**src/rtl/lane_serializer.sv**
```systemverilog
// rtl/lane_serializer.sv - WIDTH-bit word to LANES-wide serial stream with frame strobes
// One-word holding register feeds a shifter so consecutive frames run with no idle beat.
module lane_serializer #(
   parameter int WIDTH     = 64,
   parameter int LANES     = 1,
   parameter bit MSB_FIRST = 1'b1
) (
   input  logic             clk_i,
   input  logic             rst_ni,
   input  logic             enable_i,
   input  logic             in_valid_i,
   output logic             in_ready_o,
   input  logic [WIDTH-1:0] parallel_i,
   output logic [LANES-1:0] serial_o,
   output logic             frame_o,
   output logic             frame_start_o,
   output logic             frame_end_o,
   output logic [15:0]      frame_count_o
);
   localparam int BEATS = WIDTH / LANES;
   localparam int CW    = $clog2(BEATS);

   typedef enum logic {IDLE, SHIFT} state_t;

   state_t           state_q, state_d;
   logic [WIDTH-1:0] hold_q, hold_d;
   logic             hold_full_q, hold_full_d;
   logic [WIDTH-1:0] shreg_q, shreg_d;
   logic [CW-1:0]    beat_q, beat_d;
   logic [LANES-1:0] serial_q, serial_d;
   logic             frame_q, frame_d;
   logic             start_q, start_d;
   logic             end_q, end_d;
   logic [15:0]      count_q, count_d;
   logic             last_beat, load_now, accept;

   assign last_beat  = (state_q == SHIFT) && (beat_q == CW'(BEATS - 1));
   assign load_now   = enable_i & hold_full_q & ((state_q == IDLE) | last_beat);
   assign in_ready_o = rst_ni & enable_i & (~hold_full_q | load_now);
   assign accept     = in_valid_i & in_ready_o;

   always_ff @(posedge clk_i or negedge rst_ni) begin
      if (!rst_ni) begin
         state_q <= IDLE;
      end else begin
         state_q <= state_d;
      end
   end

   always_comb begin
      state_d = state_q;
      case (state_q)
         IDLE:    if (load_now) state_d = SHIFT;
         SHIFT:   if (enable_i && last_beat && !load_now) state_d = IDLE;
         default: state_d = IDLE;
      endcase
   end

   // Datapath next state; output strobes are derived from the post-edge beat so they register cleanly.
   always_comb begin
      hold_d      = hold_q;
      hold_full_d = hold_full_q;
      shreg_d     = shreg_q;
      beat_d      = beat_q;
      count_d     = count_q;
      if (accept) begin
         hold_d      = parallel_i;
         hold_full_d = 1'b1;
      end else if (load_now) begin
         hold_full_d = 1'b0;
      end
      if (enable_i) begin
         if (last_beat) count_d = count_q + 16'd1;
         if (load_now) begin
            shreg_d = hold_q;
            beat_d  = '0;
         end else if (last_beat) begin
            beat_d = '0;
         end else if (state_q == SHIFT) begin
            beat_d  = beat_q + CW'(1);
            shreg_d = MSB_FIRST ? (shreg_q << LANES) : (shreg_q >> LANES);
         end
      end
      frame_d  = (state_d == SHIFT);
      serial_d = '0;
      if (frame_d) serial_d = MSB_FIRST ? shreg_d[WIDTH-1 -: LANES] : shreg_d[LANES-1:0];
      start_d = frame_d && (beat_d == '0);
      end_d   = frame_d && (beat_d == CW'(BEATS - 1));
   end

   always_ff @(posedge clk_i or negedge rst_ni) begin
      if (!rst_ni) begin
         hold_q      <= '0;
         hold_full_q <= 1'b0;
         shreg_q     <= '0;
         beat_q      <= '0;
         count_q     <= '0;
         serial_q    <= '0;
         frame_q     <= 1'b0;
         start_q     <= 1'b0;
         end_q       <= 1'b0;
      end else begin
         hold_q      <= hold_d;
         hold_full_q <= hold_full_d;
         shreg_q     <= shreg_d;
         beat_q      <= beat_d;
         count_q     <= count_d;
         serial_q    <= serial_d;
         frame_q     <= frame_d;
         start_q     <= start_d;
         end_q       <= end_d;
      end
   end

   assign serial_o      = serial_q;
   assign frame_o       = frame_q;
   assign frame_start_o = start_q;
   assign frame_end_o   = end_q;
   assign frame_count_o = count_q;
endmodule

```
**config.mk**
```make
export PLATFORM = sky130hd
export DESIGN_NAME = lane_serializer
export DESIGN_NICKNAME = d
export VERILOG_FILES = /design/src/rtl/lane_serializer.sv
export SDC_FILE = /design/constraint.sdc
export NUM_CORES = 1
export LEC_CHECK = 0
export ABC_AREA = 1
export BUFFER_PORTS_ARGS = -buffer_cell sky130_fd_sc_hd__buf_2
export CORE_UTILIZATION = 60
export CTS_CLUSTER_SIZE = 28
export DETAILED_ROUTE_END_ITERATION = 8
export GPL_TIMING_DRIVEN = 0
export PLACE_DENSITY_LB_ADDON = 0.25
export SLEW_MARGIN = 25
export SYNTH_ARGS = -nofsm -noshare
export SYNTH_HDL_FRONTEND = slang
export SYNTH_SLANG_ARGS = --single-unit
```
**constraint.sdc**
```tcl
create_clock -name clk_i -period 5.2 [get_ports clk_i]
set_input_delay 1.04 -clock clk_i [delete_from_list [all_inputs] [get_ports clk_i]]
set_output_delay 1.04 -clock clk_i [all_outputs]
set_load 0.05 [all_outputs]
```
==> key figures, run 1 <==
Route
  – DRC: 12
  – Pre-antenna DRT Iters: 7
  – Routed len/inst: 13.9 um
  – Routed Antenna Nets: 0
  – Vias: 6100
  – Final WL: 15700 um
  – Vias per cell: 5.39
  – Initial DRC count: 665

Min path
  – Hold path start: hold_q[24]$_DFFE_PN0P_
  – Hold EP: hold_q[24]$_DFFE_PN0P_
  – Hold Path Cell Cnt: 2
  – HP Class: flop to flop

Worst setup path
  – FF-to-FF End: shreg_q[25]$_DFFE_PN0P_
  – Worst Path Max Fanout: 82
  – Crit end category: output port
  – Worst r2r src: beat_q[0]$_DFF_PN0_
  – Worst r2r path cells: 10
  – Crit path kind: input port to output port
  – Crit path required time: 4160 ps
  – Startpoint types: input port
  – R2R Setup Slk: 3070 ps
  – CP arrival: 2500 ps

Global route
  – First-pass GRT wire length: 27200 um
  – Grt total ovfl: 0
  – Vias in the first global route: 5823
  – Largest net degree at the start of global routing: 83
  – Total GRT Usage: 0.277
  – Antenna violations before repair: 0

Logic synthesis
  – Synth Instances: 868
  – FF+latch count, synth: 155
  – Main area contributors after synthesis: dfrtp_1 (54%), nand2_1 (13%), nand3_1 (9.9%), o21ai_0 (9.1%), inv_1 (4.6%)
  – Synth cell types: 26
  – Mapped Avg Cell Area: 8.23 um2
  – Seq/Total Area, Yosys: 0.543
  – Cell taking the most area after synthesis: dfrtp_1
  – Synth warn: 0
  – Post-synthesis instance area: 0.00714 mm2
  – Synthesized net count: 938
  – Yosys top cell area share: 0.543

STA
  – Max frequency: 282 MHz
  – Slew margin rel.: 0.584
  – Hold_ws: 473 ps
  – Final critical-path share of the clock period: 0.681
  – Final Setup Violations: 0
  – Min cycle time layout: 3540 ps
  – Endpoints failing hold: 0
  – Worst-Margin Slew: 623 ps
  – Max-slew violations: 0
  – Clock Skews: 8.90 ps
  – TNS Setup: 0 ps
  – RSZ-0062 raised after global routing: no

Floorplanning
  – Die W: 111 um
  – Initial Util: 0.620
  – Core outline area: 0.0115 mm2
  – Num ports: 89
  – Num rows: 39
  – Die area: 0.0123 mm2
  – Die height: 111 um

Clocking
  – CTS clock-pin slew for the worst setup and hold paths: 60 ps
  – Hold-fix buffers at CTS: 0
  – Setup Fix Bufs, Post-CTS: 0
  – Clock sink count: 155
  – # H-tree levels: 4
  – Clock Path Buffers: 2
  – Post_cts resized: 0
  – Root buf cell: clkbuf_16
  – TritonCTS clock tree: yes
  – Num CTS Buffers: 17
  – Worst-Skew Late Latency: 420 ps

Pwr
  – VDD IR max: 290 uV
  – Leakage: 0.00422 uW
  – Pwr per Cell Area: 504 mW/mm2

Layout
  – Share of cells above drive strength 1: 0.167
  – Diodes inserted: 0
  – Area grow syn2layout: 18.2%
  – Util after Layout: 0.733
  – Filler cells: 901
  – Final net count: 1046

Outcome
  – Status: finished, violations left
  – Failing checks: design-rule violations

Placement
  – Final RePlAce weighted congestion: 0.880
  – Port Buf Inserts: 88
  – Dpl hpwl: 10400 um

Job
  – Max-Cap Viols: 0
-- placed cells by master (no fill, tap or decap), types with 4 or more instances in the layout --
| cell type | Yosys | routed |
|---|---|---|
| buf_2 | 27 | 114 |
| buf_4 | 4 | 4 |
| buf_6 | 8 | 8 |
| bufinv_16 | 0 | 5 |
| clkbuf_1 | 16 | 18 |
| clkbuf_16 | 0 | 17 |
| clkinvlp_4 | 0 | 4 |
| dfrtp_1 | 155 | 155 |
| inv_1 | 88 | 88 |
| nand2_1 | 241 | 241 |
| nand3_1 | 142 | 142 |
| nor2_1 | 21 | 21 |
| nor3_1 | 5 | 5 |
| o21ai_0 | 130 | 130 |
| xnor2_1 | 7 | 7 |
| xor2_1 | 7 | 7 |
-- power breakdown --
group / internal, uW / leakage (uW) / total, uW / switching, uW
sequential: 1610 / 0.00202 / 1830 / 217
clock: 861 / 0.000302 / 1340 / 474
combinational: 354 / 0.00190 / 1090 / 733
-- worst max-delay path: stages --
cell	delay (ps)
buf_8	460
nand2_1	140
a21oi_2	290
buf_2	260
buf_2	290
-- state kept, by name, summed over array words and instances (netlist names) --
register / cells
shreg_q: 64
serial_o: 1
beat_q: 6
hold_q: 64
frame_o: 1
frame_count_o: 16
frame_start_o: 1
hold_full_q: 1
frame_end_o: 1
-- worst max-delay path by stage --
stage,from,end,slack [ps],cells after the start
2_1_floorplan,enable_i,in_ready_o,2390,5
3_3_place_gp,rst_ni,in_ready_o,-600,5
3_5_place_dp,rst_ni,in_ready_o,1620,5
4_1_cts,rst_ni,in_ready_o,1610,5
5_1_grt,rst_ni,in_ready_o,1470,5
6_report,rst_ni,in_ready_o,1660,5
-- cell type report --
class | count | area (um2) | share of cell area
plain buffers | 55 | 315 | 0.0373
clock buffers | 20 | 447 | 0.0529
clock inverters | 12 | 195 | 0.0231
inverters | 90 | 338 | 0.0400
multi-input cells | 568 | 2610 | 0.309
flip-flops and latches | 155 | 3880 | 0.459
well taps | 143 | 179 | 0.0212
repair buffers | 89 | 478 | 0.0566
-- synth_stat cells --
| cell | number |
|---|---|
| inv_2 | 1 |
| nor3_1 | 5 |
| ha_1 | 2 |
| nand3_1 | 142 |
| nand2_4 | 1 |
| xnor2_1 | 7 |
| xor2_1 | 7 |
| nand4_1 | 3 |
| nor2_1 | 21 |
| nand3b_1 | 1 |
| a21boi_0 | 1 |
| and2_1 | 1 |
| buf_2 | 27 |
| buf_4 | 4 |
| or2_2 | 1 |
| nor3_2 | 1 |
| clkbuf_1 | 16 |
| inv_1 | 88 |
| nand2_2 | 2 |
| a21oi_2 | 1 |
| o21ai_0 | 130 |
| nand2_1 | 241 |
| o21ai_1 | 1 |
| buf_6 | 8 |
| dfrtp_1 | 155 |
| clkinv_1 | 1 |
-- layer usage --
metal / GRT usage / wire (um) / vias up
met2: 0.445 / 7430 / 174
met4: 0.0802 / 235 / 0
met3: 0.0618 / 766 / 19
met5: 0 / 0 / -
li1: - / - / 3006
met1: 0.381 / 7320 / 2901
-- cell families (layout without fill, tap and decap cells) --
group | Yosys count | count (layout) | synth area share
and+or+nand+nor | 419 | 419 | 0.251
DFF | 155 | 155 | 0.543
buffers and inverters | 145 | 266 | 0.0914
AOI/OAI and AO/OA | 133 | 133 | 0.0941
xor gates and xnor gates | 14 | 14 | 0.0172
adders and majority gates | 2 | 2 | 0.00350
-- stage by stage --
step                      worst slack (ps)  cells  power [uW]  cell area [um2]
after floorplan                       2390    868        2570             7140
after global placement                -605   1099        2860             7760
after detailed placement              1620   1100        2910             7800
after CTS                             1610   1132        4260             8440
after global routing                  1470   1132        4530             8440
final                                 1660   1132        4250             8440
Note: power is estimated with default switching activity, not from simulation.
==> run 2, diff against run 1 <==
- CORE_UTILIZATION: 60 -> 58
- clock period: 5.2 -> 3.4 ns (I/O delays scaled with it)
==> run 2 against run 1 <==
  * Critical path depth rose by 4
  * Wire length fell by 0.63%
  * Final cell count rose by 0.35%
  * Largest cell class unchanged
  * Register-to-register slack got worse by 1800 ps
  * Die area rose by 3.4%
  * Sequential power rose by 52%
  * The run now ends clean
  * Largest power group unchanged
  * Highest routed layer unchanged
  * Hold slack got worse by 210 ps
  * Global-route usage fell by 1.0 points
==> key figures, run 2 (same netlist as run 1, synthesis figures left out) <==
STA
  – Endpoints failing hold: 0
  – RSZ-0062 raised after global routing: no
  – TNS Setup: 0 ps
  – Max-slew violations: 0
  – Slew margin rel.: 0.538
  – Final Setup Violations: 0
  – Worst-Margin Slew: 694 ps
  – Final critical-path share of the clock period: 0.881
  – Min cycle time layout: 3000 ps
  – Max frequency: 334 MHz
  – Clock Skews: 4.74 ps

Worst setup path
  – Worst path bufs/invs: 2
  – Crit path required time: 2720 ps
  – FF-to-FF End: hold_q[57]$_DFFE_PN0P_
  – R2R Setup Slk: 1300 ps
  – Worst r2r path cells: 11
  – Crit end category: output port
  – Startpoint types: flop
  – Crit path kind: flop to output port
  – Slowest-stage cell, CP: dfrtp_1
  – CP Cell Sequence: ha_1, nand2_1, nor2_1, nand2_1, nand2_2, nand2_4, a21oi_2, buf_2, buf_2
  – Worst Path Max Fanout: 10
  – Worst r2r src: beat_q[1]$_DFF_PN0_
  – CP arrival: 2320 ps
  – CP peak stage delay: 390 ps
  – Delay-heaviest family, CP: buffers and inverters

Placement
  – Placed Area: 0.00780 mm2
  – Port Buf Inserts: 88
  – Placed Cells: 1104
  – Final RePlAce weighted congestion: 0.852
  – Dpl hpwl: 10200 um

Clocking
  – Setup Fix Bufs, Post-CTS: 0
  – Hold-fix buffers at CTS: 0
  – Clock Path Buffers: 2
  – Num CTS Buffers: 17
  – # H-tree levels: 4
  – Clock sink count: 155
  – Post_cts resized: 0
  – CTS clock-pin slew for the worst setup and hold paths: 60 ps
  – Worst-Skew Late Latency: 430 ps
  – TritonCTS clock tree: yes
  – Root buf cell: clkbuf_16

Route
  – Pre-antenna DRT Iters: 5
  – DRC: 0
  – Routed len/inst: 13.8 um
  – Vias per cell: 5.32
  – Final WL: 15700 um
  – Routed Antenna Nets: 0
  – Vias: 6042
  – Initial DRC count: 505

Pwr
  – Net switching power: 2180 uW
  – Flop pwr share: 0.437
  – Leakage: 0.00421 uW
  – Power Internal: 4190 uW
  – Clock Power Share: 0.301
  – VDD IR max: 477 uV
  – Pwr per Cell Area: 757 mW/mm2
  – Combinational fraction of design power: 0.262
  – Final total power: 6370 uW
  – Sw Share: 0.342

Global route
  – Total GRT Usage: 0.267
  – Antenna violations before repair: 0
  – Vias in the first global route: 5634
  – Largest net degree at the start of global routing: 94
  – First-pass GRT wire length: 26500 um
  – Grt total ovfl: 0

Layout
  – Util after Layout: 0.700
  – Area grow syn2layout: 17.7%
  – Commonest non-fill, non-tap cell in the layout: nand2_1
  – Post-Layout Inst Area: 0.00841 mm2
  – Share of cells above drive strength 1: 0.169
  – Cell Count, Final, Fillers Out: 1136
  – Diodes inserted: 0
  – Final net count: 1046
  – Commonest non-fill, non-tap cells in the layout: nand2_1 (241), dfrtp_1 (155), nand3_1 (142)

Floorplanning
  – Die W: 113 um
  – Initial Util: 0.595
  – Die area: 0.0128 mm2
  – Num rows: 40
  – Num ports: 89
  – Core outline area: 0.0120 mm2
  – Die height: 113 um

Outcome
  – Status: complete, no violations

Min path
  – HP Class: input port to asynchronous set/reset pin

Job
  – Max-Cap Viols: 0
==> run 2: layer usage <==
metal / routed length [um] / share of wire / global-route usage / up-vias
met4: 257 / 0.016 / 0.112 / 0
met2: 7360 / 0.47 / 0.419 / 158
met1: 7210 / 0.46 / 0.364 / 2856
met5: 0 / 0 / 0 / -
met3: 823 / 0.053 / 0.0578 / 27
li1: - / - / - / 3001
==> run 2: worst register-to-register path: cells and delay by family, from the launching register on <==
kind	cells	cell delay [ps]
fa+ha+maj	1	210
simple gates	7	660
buf+inv	2	470
flops	1	390
compound gates	1	300
==> run 2: how the worst max path moves through the flow <==
stage / depth (start not counted) / to / from / slack [ps]
final: 9 / in_ready_o / beat_q[1]$_DFF_PN0_ / 400
after global routing: 9 / in_ready_o / beat_q[1]$_DFF_PN0_ / 230
after CTS: 9 / in_ready_o / beat_q[1]$_DFF_PN0_ / 380
after detailed placement: 5 / in_ready_o / rst_ni / 490
after global placement: 5 / in_ready_o / rst_ni / -1700
after floorplan: 8 / in_ready_o / beat_q[1]$_DFF_PN0_ / 1310
==> run 2: metrics by stage <==
stage	setup WS [ps]	hold WS, ps
2_1_floorplan	1310	384
3_3_place_gp	-1700	456
3_5_place_dp	491	459
4_1_cts	378	300
5_1_grt	229	319
6_report	403	263
==> run 2: power groups by stage <==
| stage | logic (uW) | clock network (uW) | registers, uW |
|---|---|---|---|
| 4_1_cts | 1680 | 1940 | 2780 |
| 3_5_place_dp | 1650 | 0 | 2800 |
| 3_3_place_gp | 1600 | 0 | 2790 |
| 2_1_floorplan | 1180 | 0 | 2750 |
| 6_report | 1670 | 1920 | 2780 |
| 5_1_grt | 1930 | 2030 | 2850 |
==> run 2: layout make-up <==
class	count	area, um2
Tap cell	147	184
Clock inverter	13	149
Timing Repair Buffer	89	478
Multi-Input combinational cell	568	2610
Buffer	55	315
Clock buffer	19	453
Inverter	90	338
Sequential cell	155	3880
Fill cell	997	3600
==> run 3, diff against run 2 <==
- ABC_AREA: 1 -> unset
- CORE_UTILIZATION: 58 -> 57
==> run 3 against run 2 <==
  * Combinational power is 48% lower
  * Highest routed layer is now met5
  * Clock-buffer cell count is 2 higher
  * Largest power group unchanged
  * Clock skew rose by 4.1 ps
==> key figures, run 3 <==
Outcome
  – Status: complete, no violations

Global route
  – Antenna violations before repair: 1
  – First-pass GRT wire length: 22200 um
  – Total GRT Usage: 0.247
  – Largest net degree at the start of global routing: 80
  – Vias in the first global route: 4423
  – Grt total ovfl: 0

Worst setup path
  – Worst r2r path cells: 7
  – Crit end category: output port
  – CP Cell Sequence: ha_1, nand3_4, o211ai_2, and3_1, buf_2
  – Slowest-stage cell, CP: dfrtp_1
  – Delay-heaviest family, CP: flip-flops
  – CP arrival: 2160 ps
  – Worst path bufs/invs: 1
  – Startpoint types: flop
  – Crit path kind: flop to output port
  – Crit path required time: 2720 ps
  – Levels on crit path: 5
  – Worst Path Max Fanout: 10
  – CP peak stage delay: 490 ps

Logic synthesis
  – Ys flop type: dfrtp_1
  – Post-synthesis instance area: 0.00663 mm2
  – Mapped Avg Cell Area: 13.5 um2
  – Post-synth EDFFs: 0
  – Main area contributors after synthesis: dfrtp_1 (59%), mux2_2 (10%), a221o_1 (9.4%), and3_1 (6.3%), buf_6 (2.0%)
  – FF+latch count, synth: 155
  – Synth warn: 0
  – Seq/Total Area, Yosys: 0.585
  – Yosys top cell area share: 0.585
  – Ys async rst share: 1.00
  – Synthesized net count: 560
  – Most frequent cell after synthesis: dfrtp_1
  – Synth Instances: 490
  – Synth cell types: 47
  – Synth cell count leaders: dfrtp_1 (155), and3_1 (67), a221o_1 (62)
  – Cell taking the most area after synthesis: dfrtp_1

Floorplanning
  – Num ports: 89
  – Die area: 0.0121 mm2
  – Num rows: 39
  – Die W: 110 um
  – Core outline area: 0.0114 mm2
  – Initial Util: 0.583
  – Die height: 110 um

Clocking
  – Post_cts resized: 0
  – Root buf cell: clkbuf_16
  – Worst-Skew Late Latency: 420 ps
  – Num CTS Buffers: 17
  – TritonCTS clock tree: yes
  – Hold-fix buffers at CTS: 0
  – Clock sink count: 155
  – # H-tree levels: 4
  – Clock Path Buffers: 2
  – Setup Fix Bufs, Post-CTS: 0
  – CTS clock-pin slew for the worst setup and hold paths: 60 ps

Layout
  – Util after Layout: 0.692
  – Commonest non-fill, non-tap cells in the layout: dfrtp_1 (155), buf_2 (96), and3_1 (67)
  – Share of cells above drive strength 1: 0.347
  – Area grow syn2layout: 18.7%
  – Commonest non-fill, non-tap cell in the layout: dfrtp_1
  – Final net count: 668
  – Diodes inserted: 0

Pwr
  – Flop pwr share: 0.486
  – Net switching power: 1390 uW
  – Power Internal: 3880 uW
  – VDD IR max: 769 uV
  – Leakage: 0.00399 uW
  – Pwr per Cell Area: 670 mW/mm2
  – Sw Share: 0.264
  – Combinational fraction of design power: 0.165
  – Clock Power Share: 0.349

STA
  – Clock Skews: 8.83 ps
  – Final Setup Violations: 0
  – Min cycle time layout: 2840 ps
  – Endpoints failing hold: 0
  – RSZ-0062 raised after global routing: no
  – Slew margin rel.: 0.474
  – Max-slew violations: 0
  – Worst-Margin Slew: 783 ps
  – Final critical-path share of the clock period: 0.835
  – TNS Setup: 0 ps
  – Max frequency: 352 MHz

Placement
  – Port Buf Inserts: 88
  – Dpl hpwl: 8940 um
  – Final RePlAce weighted congestion: 0.841

Route
  – Pre-antenna DRT Iters: 5
  – Vias per cell: 5.96
  – Final WL: 13500 um
  – Initial DRC count: 379
  – Routed len/inst: 17.9 um
  – DRC: 0
  – Routed Antenna Nets: 0
  – Vias: 4492

Min path
  – HP Class: input port to asynchronous set/reset pin

Job
  – Max-Cap Viols: 0
run 3: cell count changes in the layout (fill, tap and decap cells not counted), moves of 18 or more:
cell	delta
nand3_1	-132
nand2_1	-231
and3_1	+67
mux2_2	+60
buf_2	-18
inv_1	-87
o21ai_0	-123
a221o_1	+62
run 3: worst paths after layout:
kind	end	startpoint	slack, ps
max in group asynchronous	hold_q[16]$_DFFE_PN0P_	rst_ni	2420
worst min register to register	frame_count_o[15]$_DFFE_PN0N_	frame_count_o[15]$_DFFE_PN0N_	480
min in group clk_i	hold_q[9]$_DFFE_PN0P_	parallel_i[9]	470
worst min-delay path	shreg_q[56]$_DFFE_PN0P_	rst_ni	210
worst max-delay path	in_ready_o	beat_q[0]$_DFF_PN0_	560
worst max register to register	shreg_q[30]$_DFFE_PN0P_	beat_q[0]$_DFF_PN0_	1190
run 3: per-layer routing:
metal,global-route usage,part of all wire,vias up
met5,0,0.00074,-
met4,0.0676,0.0086,2
met3,0.0806,0.052,14
met2,0.393,0.50,127
met1,0.327,0.44,2265
li1,-,-,2084
run 3: area by class of cell:
| cell class | instances | area [um2] |
|---|---|---|
| repair buffers | 89 | 478 |
| inverters | 1 | 3.75 |
| flip-flops and latches | 155 | 3880 |
| plain buffers | 39 | 263 |
| clock buffers | 21 | 460 |
| well taps | 143 | 179 |
| fillers | 832 | 3510 |
| multi-input cells | 295 | 2480 |
| clock inverters | 11 | 119 |
run 3: cell families after synthesis:
kind of cell	after synthesis	share of synthesized area
flops	155	0.585
simple gates	123	0.114
compound gates	85	0.119
mux	67	0.114
buf+inv	40	0.0402
xor+xnor	18	0.0238
fa+ha+maj	2	0.00378
run 3: per-stage QoR:
step / std cells / worst slack, ps / hold WS [ps] / instance area, um2 / total power [uW]
floorplan: 490 / 1140 / 384 / 6630 / 3150
global placement: 721 / -1200 / 457 / 7250 / 3380
global route: 754 / 415 / 261 / 7860 / 5530
detailed placement: 722 / 997 / 466 / 7280 / 3460
finish: 754 / 561 / 210 / 7860 / 5270
CTS: 754 / 558 / 248 / 7860 / 5300
run 3: power groups by stage:
stage / registers, uW / clock network (uW) / logic (uW)
detailed placement: 2590 / 0 / 869
global placement: 2570 / 0 / 813
global route: 2610 / 1960 / 956
finish: 2560 / 1840 / 868
CTS: 2560 / 1860 / 879
floorplan: 2500 / 0 / 648
